## config.mk

```make
export PLATFORM = sky130hd
export DESIGN_NAME = axis_flit_injector
export DESIGN_NICKNAME = d
export VERILOG_FILES = /design/src/rtl/axis_flit_injector.sv
export SDC_FILE = /design/constraint.sdc
export NUM_CORES = 1
export LEC_CHECK = 0
export BUFFER_PORTS_ARGS = -buffer_cell sky130_fd_sc_hd__buf_2
export CORE_UTILIZATION = 37
export CTS_CLUSTER_SIZE = 40
export DETAILED_ROUTE_END_ITERATION = 8
export SLEW_MARGIN = 15
export SYNTH_ARGS = -nofsm -noshare
export SYNTH_HDL_FRONTEND = slang
export SYNTH_SLANG_ARGS = --single-unit
```

## constraint.sdc

```tcl
create_clock -name clk_noc -period 5.5 [get_ports clk_noc]
set_clock_uncertainty 0.2 [all_clocks]
set_input_delay 0.275 -clock clk_noc [delete_from_list [all_inputs] [get_ports clk_noc]]
set_output_delay 0.275 -clock clk_noc [all_outputs]
set_load 0.005 [all_outputs]
```

## src/rtl/axis_flit_injector.sv

```systemverilog
// AXI-Stream to credit-flow-controlled NoC flit injector.
// Serializes each beat into SERIALIZATION_FACTOR flits (LSB slice first),
// locks {tdest,tid} for the whole packet and tracks downstream credits.
module axis_flit_injector #(
  parameter int unsigned TDATA_WIDTH          = 32,
  parameter int unsigned TID_WIDTH            = 2,
  parameter int unsigned TDEST_WIDTH          = 4,
  parameter int unsigned SERIALIZATION_FACTOR = 4,
  parameter int unsigned NUM_CREDITS          = 4
) (
  input  logic                                      clk_noc,
  input  logic                                      rst_n,
  input  logic                                      axis_in_tvalid,
  output logic                                      axis_in_tready,
  input  logic [TDATA_WIDTH-1:0]                    axis_in_tdata,
  input  logic                                      axis_in_tlast,
  input  logic [TID_WIDTH-1:0]                      axis_in_tid,
  input  logic [TDEST_WIDTH-1:0]                    axis_in_tdest,
  output logic [TDATA_WIDTH/SERIALIZATION_FACTOR-1:0] data_out,
  output logic [TDEST_WIDTH+TID_WIDTH-1:0]          dest_out,
  output logic                                      is_tail_out,
  output logic                                      send_out,
  input  logic                                      credit_in,
  output logic [$clog2(NUM_CREDITS+1)-1:0]          credits_avail,
  output logic                                      busy,
  output logic                                      err_credit_overflow
);

  localparam int unsigned SF           = SERIALIZATION_FACTOR;
  localparam int unsigned FLIT_WIDTH   = TDATA_WIDTH / SF;
  localparam int unsigned DEST_WIDTH   = TDEST_WIDTH + TID_WIDTH;
  localparam int unsigned CREDIT_WIDTH = $clog2(NUM_CREDITS + 1);
  localparam int unsigned IDX_W        = (SF > 1) ? $clog2(SF) : 1;
  localparam logic [IDX_W-1:0]        LAST_IDX = IDX_W'(SF - 1);
  localparam logic [CREDIT_WIDTH-1:0] MAX_CRED = CREDIT_WIDTH'(NUM_CREDITS);

  typedef enum logic {S_IDLE, S_SEND} state_t;

  state_t                  state_q, state_n;
  logic [IDX_W-1:0]        idx_q, idx_n;
  logic [TDATA_WIDTH-1:0]  sreg_q, sreg_n;
  logic                    last_q, last_n;
  logic                    pkt_open_q, pkt_open_n;
  logic [DEST_WIDTH-1:0]   dest_q, dest_n;
  logic [CREDIT_WIDTH-1:0] cnt_q, cnt_n;
  logic                    err_q, err_n;
  logic                    tready_q, tready_n;
  logic                    busy_q, busy_n;
  logic                    send_q, tail_q;
  logic [FLIT_WIDTH-1:0]   data_q;

  logic                    issue, tail, hs, cnt_ok;
  logic [FLIT_WIDTH-1:0]   flit;

  // Next-state: beat acceptance, flit issue, dest locking and credit accounting
  always_comb begin
    state_n    = state_q;
    idx_n      = idx_q;
    sreg_n     = sreg_q;
    last_n     = last_q;
    pkt_open_n = pkt_open_q;
    dest_n     = dest_q;
    err_n      = err_q;
    issue      = 1'b0;
    tail       = 1'b0;
    flit       = sreg_q[FLIT_WIDTH-1:0];
    hs         = axis_in_tvalid & tready_q;
    cnt_ok     = (cnt_q != '0);

    case (state_q)
      S_IDLE: begin
        if (hs) begin
          sreg_n  = axis_in_tdata;
          last_n  = axis_in_tlast;
          idx_n   = '0;
          state_n = S_SEND;
          if (!pkt_open_q) begin
            dest_n     = {axis_in_tdest, axis_in_tid};
            pkt_open_n = 1'b1;
          end
          // Flit 0 leaves on the handshake edge when a credit is available
          if (cnt_ok) begin
            issue  = 1'b1;
            flit   = axis_in_tdata[FLIT_WIDTH-1:0];
            sreg_n = axis_in_tdata >> FLIT_WIDTH;
            if (SF == 1) begin
              tail    = axis_in_tlast;
              state_n = S_IDLE;
              if (axis_in_tlast) pkt_open_n = 1'b0;
            end else begin
              idx_n = IDX_W'(1);
            end
          end
        end
      end
      S_SEND: begin
        if (cnt_ok) begin
          issue  = 1'b1;
          flit   = sreg_q[FLIT_WIDTH-1:0];
          sreg_n = sreg_q >> FLIT_WIDTH;
          if (idx_q == LAST_IDX) begin
            tail  = last_q;
            idx_n = '0;
            if (last_q) pkt_open_n = 1'b0;
            // Next beat is taken on the same edge as the final flit
            if (hs) begin
              sreg_n = axis_in_tdata;
              last_n = axis_in_tlast;
              if (!pkt_open_n) begin
                dest_n     = {axis_in_tdest, axis_in_tid};
                pkt_open_n = 1'b1;
              end
            end else begin
              state_n = S_IDLE;
            end
          end else begin
            idx_n = idx_q + IDX_W'(1);
          end
        end
      end
      default: state_n = S_IDLE;
    endcase

    // Credit counter saturates at NUM_CREDITS; extra returns are flagged
    if (credit_in && !issue && (cnt_q == MAX_CRED)) begin
      cnt_n = cnt_q;
      err_n = 1'b1;
    end else begin
      cnt_n = cnt_q - CREDIT_WIDTH'(issue) + CREDIT_WIDTH'(credit_in);
    end

    tready_n = (state_n == S_IDLE) || ((idx_n == LAST_IDX) && (cnt_n != '0));
    busy_n   = (state_n != S_IDLE) || pkt_open_n;
  end

  // State and registered outputs
  always_ff @(posedge clk_noc or negedge rst_n) begin
    if (!rst_n) begin
      state_q    <= S_IDLE;
      idx_q      <= '0;
      sreg_q     <= '0;
      last_q     <= 1'b0;
      pkt_open_q <= 1'b0;
      dest_q     <= '0;
      cnt_q      <= MAX_CRED;
      err_q      <= 1'b0;
      tready_q   <= 1'b0;
      busy_q     <= 1'b0;
      send_q     <= 1'b0;
      tail_q     <= 1'b0;
      data_q     <= '0;
    end else begin
      state_q    <= state_n;
      idx_q      <= idx_n;
      sreg_q     <= sreg_n;
      last_q     <= last_n;
      pkt_open_q <= pkt_open_n;
      dest_q     <= dest_n;
      cnt_q      <= cnt_n;
      err_q      <= err_n;
      tready_q   <= tready_n;
      busy_q     <= busy_n;
      send_q     <= issue;
      tail_q     <= issue & tail;
      if (issue) data_q <= flit;
    end
  end

  assign axis_in_tready      = tready_q;
  assign data_out            = data_q;
  assign dest_out            = dest_q;
  assign is_tail_out         = tail_q;
  assign send_out            = send_q;
  assign credits_avail       = cnt_q;
  assign busy                = busy_q;
  assign err_credit_overflow = err_q;

endmodule

```

### Word-level counts from Yosys, hierarchy flattened

Index checks and enable logic that the tools add are counted.

| cells by class | value |
|---|---|
| add/subtract/negate cells | 3 |
| multiply operators | 0 |
| div/mod/pow operators | 0 |
| order comparisons | 0 |
| eq/ne operators | 9 |
| shift operators | 0 |
| multiplexer cells | 45 |
| bitwise operators | 4 |
| reductions and logical operators | 11 |

Operator list:

| kind | number |
|---|---|
| two-way mux 32 bit | 5 |
| one-hot mux 32 bit (2 select lines) | 1 |
| two-way mux 6 bit | 6 |
| two-way mux 1 bit | 20 |
| two-way mux 8 bit | 2 |
| one-hot mux 8 bit (2 select lines) | 1 |
| one-hot mux 6 bit (2 select lines) | 1 |
| one-hot mux 1 bit (2 select lines) | 4 |
| two-way mux 2 bit | 3 |
| != test 2 x 1 -> 1 bit, second input constant | 3 |
| != test 2 bit, second input constant | 3 |
| AND reduction 6 bit | 1 |
| nonzero test 3 bit | 2 |
| equality test 2 bit, second input constant | 2 |
| one-hot mux 2 bit (2 select lines) | 1 |
| AND reduction 2 bit | 2 |
| adder 3 x 1 -> 3 bit | 1 |
| equality test 3 bit, second input constant | 1 |
| logical AND 1 bit | 3 |
| two-way mux 3 bit | 1 |
| subtractor 3 x 1 -> 3 bit | 1 |
| adder 2 x 1 -> 2 bit, second input constant | 1 |
| bitwise AND 1 bit | 2 |
| logical OR 1 bit | 2 |
| 2 further kinds | 3 |

| storage, ports and cells | value |
|---|---|
| bits in registers | 59 |
| latch bits | 0 |
| memory bits (writable) | 0 |
| bits in read-only memories | 0 |
| input port bits | 43 |
| output and inout port bits | 22 |
| word-level logic and storage cells | 85 |
| memories | 0 |

### Longest topological paths before layout

| depth | value |
|---|---|
| word-level depth | 11 |
| gate-level depth with buffers | 13 |
| mapped depth without buffers | 10 |

### Worst setup path after synthesis

OpenSTA, ideal clock, no wires.

| path | value |
|---|---|
| kind | register -> register |
| start point | register cnt_q[1] (netlist: credits_avail[1]) |
| end point | register tready_q (netlist: axis_in_tready) |
| setup time | 122 ps |
| arrival | 2811 ps |
| data required time | 5178 ps |
| path slack | 2367 ps |
| cell stages (with the launch flop) | 13 |
| path buffers | 3 |
| clock period less this slack | 3133 ps |
| path through | dfrtp_1 -> buf_4 -> nor3_2 -> buf_6 -> buf_2 -> nor2_1 -> ha_1 -> inv_1 -> ha_1 -> fa_1 -> a2111oi_0 -> o21ai_0 -> a32o_1 |

| on the way | value |
|---|---|
| longest elaborated chain between the ends | 11 |
| elaborated cells between the ends (all ways) | 22 |
| classes of those cells | 2 x add/sub; 2 x eq/ne; 10 x mux; 1 x bitwise; 7 x reduce/logical |

RTL lines:

| what | line | text |
|---|---|---|
| start, declared | 45 | `logic [CREDIT_WIDTH-1:0] cnt_q, cnt_n;` |
| start signal, assigned | 159 | `cnt_q <= cnt_n;` |
| nonzero test 3 bit (*) | 68 | `cnt_ok = (cnt_q != '0);` |
| two-way mux 1 bit (*) | 82, 97 |  |
| two-way mux 1 bit | 72 | `if (hs) begin` |
| one-hot mux 1 bit (2 select lines) (*) | 70 | `case (state_q)` |
| via issue | 52 | `logic issue, tail, hs, cnt_ok;` |
| branches (longest 3 deep; another with subtractor 3 x 1 -> 3 bit) | n/a |  |
| two-way mux 3 bit (*) | 125 | `if (credit_in && !issue && (cnt_q == MAX_CRED)) begin` |
| nonzero test 3 bit (*) | 132 | `tready_n = (state_n == S_IDLE) \|\| ((idx_n == LAST_IDX) && (cnt_n != '0));` |
| logical AND 1 bit (*) | 132 |  |
| logical OR 1 bit (*) | 132 |  |
| via tready_n | 47 | `logic tready_q, tready_n;` |
| end signal, assigned | 161 | `tready_q <= tready_n;` |
| end, declared | 47 |  |

Mark *: on every way through the listed nets, which the timed path passes.
A chain may end at the register's enable or synchronous reset.

### Final worst setup path

Ends and elaborated chain as after synthesis.

==> reports/metrics.cfg <==
[final_layout]
post-route-util_pct=47.3
layout-drive-gt1-share_pct=31.5
num_antenna_cells=0
ff_latch_area_mm2=0.00148
multiInputGateArea_mm2=0.00161
num-fill-cells=799
syn_to_final_growth_pct=22.2
finalNetCount=414

[floorplanning]
die_w_um=95.4
io_pins=65
die-height_um=95.4
dieArea_mm2=0.00911
start_util_pct=38.7
coreArea_mm2=0.00834
row_count=33

[yosys]
synthTopCellsByArea=dfrtp_1 (45%), mux2i_1 (15%), mux2_2 (10%)
ys_warn_count=0
ys.flop_type=dfrtp_1
synth_top_area_cell=dfrtp_1
netlist.area_leader.share_pct=44.9
synth_fa_ha_area_share_pct=1.78
ys_async_sr_fraction_pct=100
syn_area_per_cell_um2=11.0
syn-num-nets=340
synth_top_family_by_area=multiplexers
synth_compound_area_share_pct=14.8
syn_inst=293
synthMuxAreaShare_pct=25.8
synth-edff-count=0
syn_area_mm2=0.00323
yosys.area_share.simple_pct=7.01
synth_xor_area_share_pct=0.271
synth-seq-area-share_pct=45.8
synth-seq-cells=59
synth_cell_types=39

[power]
ir_worst_vdd_mv=0.237
cellPowerDensity_mw_per_mm2=525
power_w=0.00207
p_leak_nw=1.88

[worst_setup_path]
required_ns=5.52
crit_fanout=36
critPathSlowestCell=dfrtp_1
critPathKind=register to register
cpMostUsedCell=ha_1
arrival_ns=3.52
cp_num_buf_inv=2
worstSetupEndpointType=register
start_kind=register
path_cells=nor3_4 > buf_4 > nor2_1 > ha_1 > inv_1 > ha_1 > fa_1 > a2111oi_0 > o21ai_0 > a32o_1
crit_path_max_incr_delay_ns=0.50
critical-path-top-delay-family=compound AO/OA/AOI/OAI gates

[clocking]
cts_tree=built
root_buffer=clkbuf_8
cts_buffer_depth=2
cts_setup_buffers=0
ctsHtreeMaxLevel=3
cts-resized-gates=0
cts-hold-fix-buffers=16
cts_sinks=59
worstSkewPairLatency_ns=0.33
cts_made_buffers=9
clk_pin_slew_ns=0.07

[global_routing]
grt_overflow=0
grt_pass1_wl_um=12000
grt_max_degree=60
antenna_found_initial=0
grt_pass1_vias=2496
grtUsageTotal_pct=17.5

[place]
portBuffers=64
dp_hpwl_um=4730
pre_cts_ws_ns=2.00
place.gp.congestion=0.768

[sta]
setup_slack_ns=1.99
fin_setup_tns_ns=0
relSlewSlack_pct=43.2
drv_slew=0
fmax_ghz=0.285
rsz0062_at_grt=false
finalCritPeriodShare_pct=63.8
setup_viol=0
tightest_slew_ns=0.852
finalHoldViolations=0
period_minus_slack_ns=3.51

[status]
outcome=finished clean

[drt]
routed_via_density=5.27
dr.pass1.iters=4
drc=0
drt-wirelength-per-cell_um=15.3
drt_iter0_drc=112
route.final.wire_length_um=7310
vias=2513
antenna_left=0

[min_path]
hold_class=primary input to register

[run]
drv_cap=0

==> worst paths after layout <==
path | startpoint | to | slack, ns | depth (start not counted)
min in group asynchronous | rst_n | credits_avail[0] | 0.42 | 3
max in group asynchronous | rst_n | sreg_q[23] | 4.15 | 3
hold reg to reg | err_credit_overflow | err_credit_overflow | 0.26 | 1
setup reg to reg | credits_avail[1] | axis_in_tready | 1.99 | 10
setup / recovery | credits_avail[1] | axis_in_tready | 1.99 | 10
hold / removal | axis_in_tdata[7] | data_out[7] | 0.08 | 3
==> layout by cell type, fill, tap and decap left out, types with 2 or more instances in the layout <==
| master | netlist | routed |
|---|---|---|
| nand3_1 | 3 | 3 |
| nor2_1 | 5 | 5 |
| buf_4 | 3 | 4 |
| o211ai_1 | 2 | 2 |
| mux2_2 | 30 | 30 |
| dfrtp_1 | 58 | 58 |
| clkbuf_8 | 0 | 13 |
| mux2i_1 | 48 | 48 |
| o21ai_0 | 16 | 16 |
| buf_2 | 9 | 64 |
| nand2b_1 | 2 | 2 |
| a22o_1 | 9 | 9 |
| o21ai_1 | 19 | 19 |
| clkbuf_1 | 5 | 2 |
| and2_1 | 2 | 2 |
| nand2_1 | 31 | 31 |
| inv_1 | 6 | 6 |
| a21oi_1 | 3 | 3 |
| ha_1 | 3 | 3 |
| dlygate4sd3_1 | 0 | 16 |
| a22oi_1 | 17 | 17 |
==> final cells by class <==
type	count	area share, %
Timing Repair Buffer	84	12.9
Tap cell	105	3.33
Inverter	6	0.571
Multi-Input combinational cell	207	40.9
Clock inverter	1	0.127
Clock buffer	15	4.73
Sequential cell	59	37.5
==> tightest hold or removal path, cell delays in order <==
cell and delay [ns]:
buf_2 0.10, a22oi_1 0.06, o21ai_0 0.13
==> cell usage after synthesis, types with 2 or more instances <==
master / number
and2_1: 2
o21ai_0: 16
buf_4: 3
a21oi_1: 3
o211ai_1: 2
nand3_1: 3
dfrtp_1: 58
mux2_2: 30
buf_2: 9
a22o_1: 9
mux2i_1: 48
nand2b_1: 2
buf_6: 3
clkbuf_1: 5
nand2_1: 31
a22oi_1: 17
nor2_1: 5
inv_1: 6
ha_1: 3
o21ai_1: 19
==> layer usage <==
layer | vias up | part of all wire (%) | GRT usage, %
li1 | 1216 | - | -
met1 | 1216 | 48 | 22.1
met2 | 75 | 46 | 28.8
met3 | 6 | 4.9 | 5.58
met4 | 0 | 0.68 | 4.60
met5 | - | 0 | 0
==> logic make-up (layout without fill, tap and decap cells) <==
logic type,after synthesis,in the layout
AO/OA/AOI/OAI,73,73
XOR/XNOR,1,1
adder cells (fa/ha/maj),4,4
buffers and inverters,27,106
flip-flops,59,59
multiplexers,79,79
AND/OR/NAND/NOR,50,50
==> power breakdown <==
part	switching [W]	internal, W
registers	0.000122	0.000617
clock network	0.000165	0.000213
logic	0.000502	0.000454
total	0.000789	0.00128
==> flip-flops by register name, summed over array words and instances, names as in the netlist <==
signal,cells
send_out,1
state_q,1
axis_in_tready,1
idx_q,2
is_tail_out,1
err_credit_overflow,1
last_q,1
credits_avail,3
pkt_open_q,1
sreg_q,32
data_out,8
dest_out,6
busy,1
==> stage by stage <==
stage / instance area (µm²) / cells / hold WS (ns)
3_3_place_gp: 3590 / 445 / 0.250
3_5_place_dp: 3590 / 445 / 0.258
2_1_floorplan: 3230 / 293 / -0.221
4_1_cts: 3950 / 477 / 0.0660
5_1_grt: 3950 / 477 / 0.0916
6_report: 3950 / 477 / 0.0827
No activity file was read; power rests on OpenSTA's default activity.
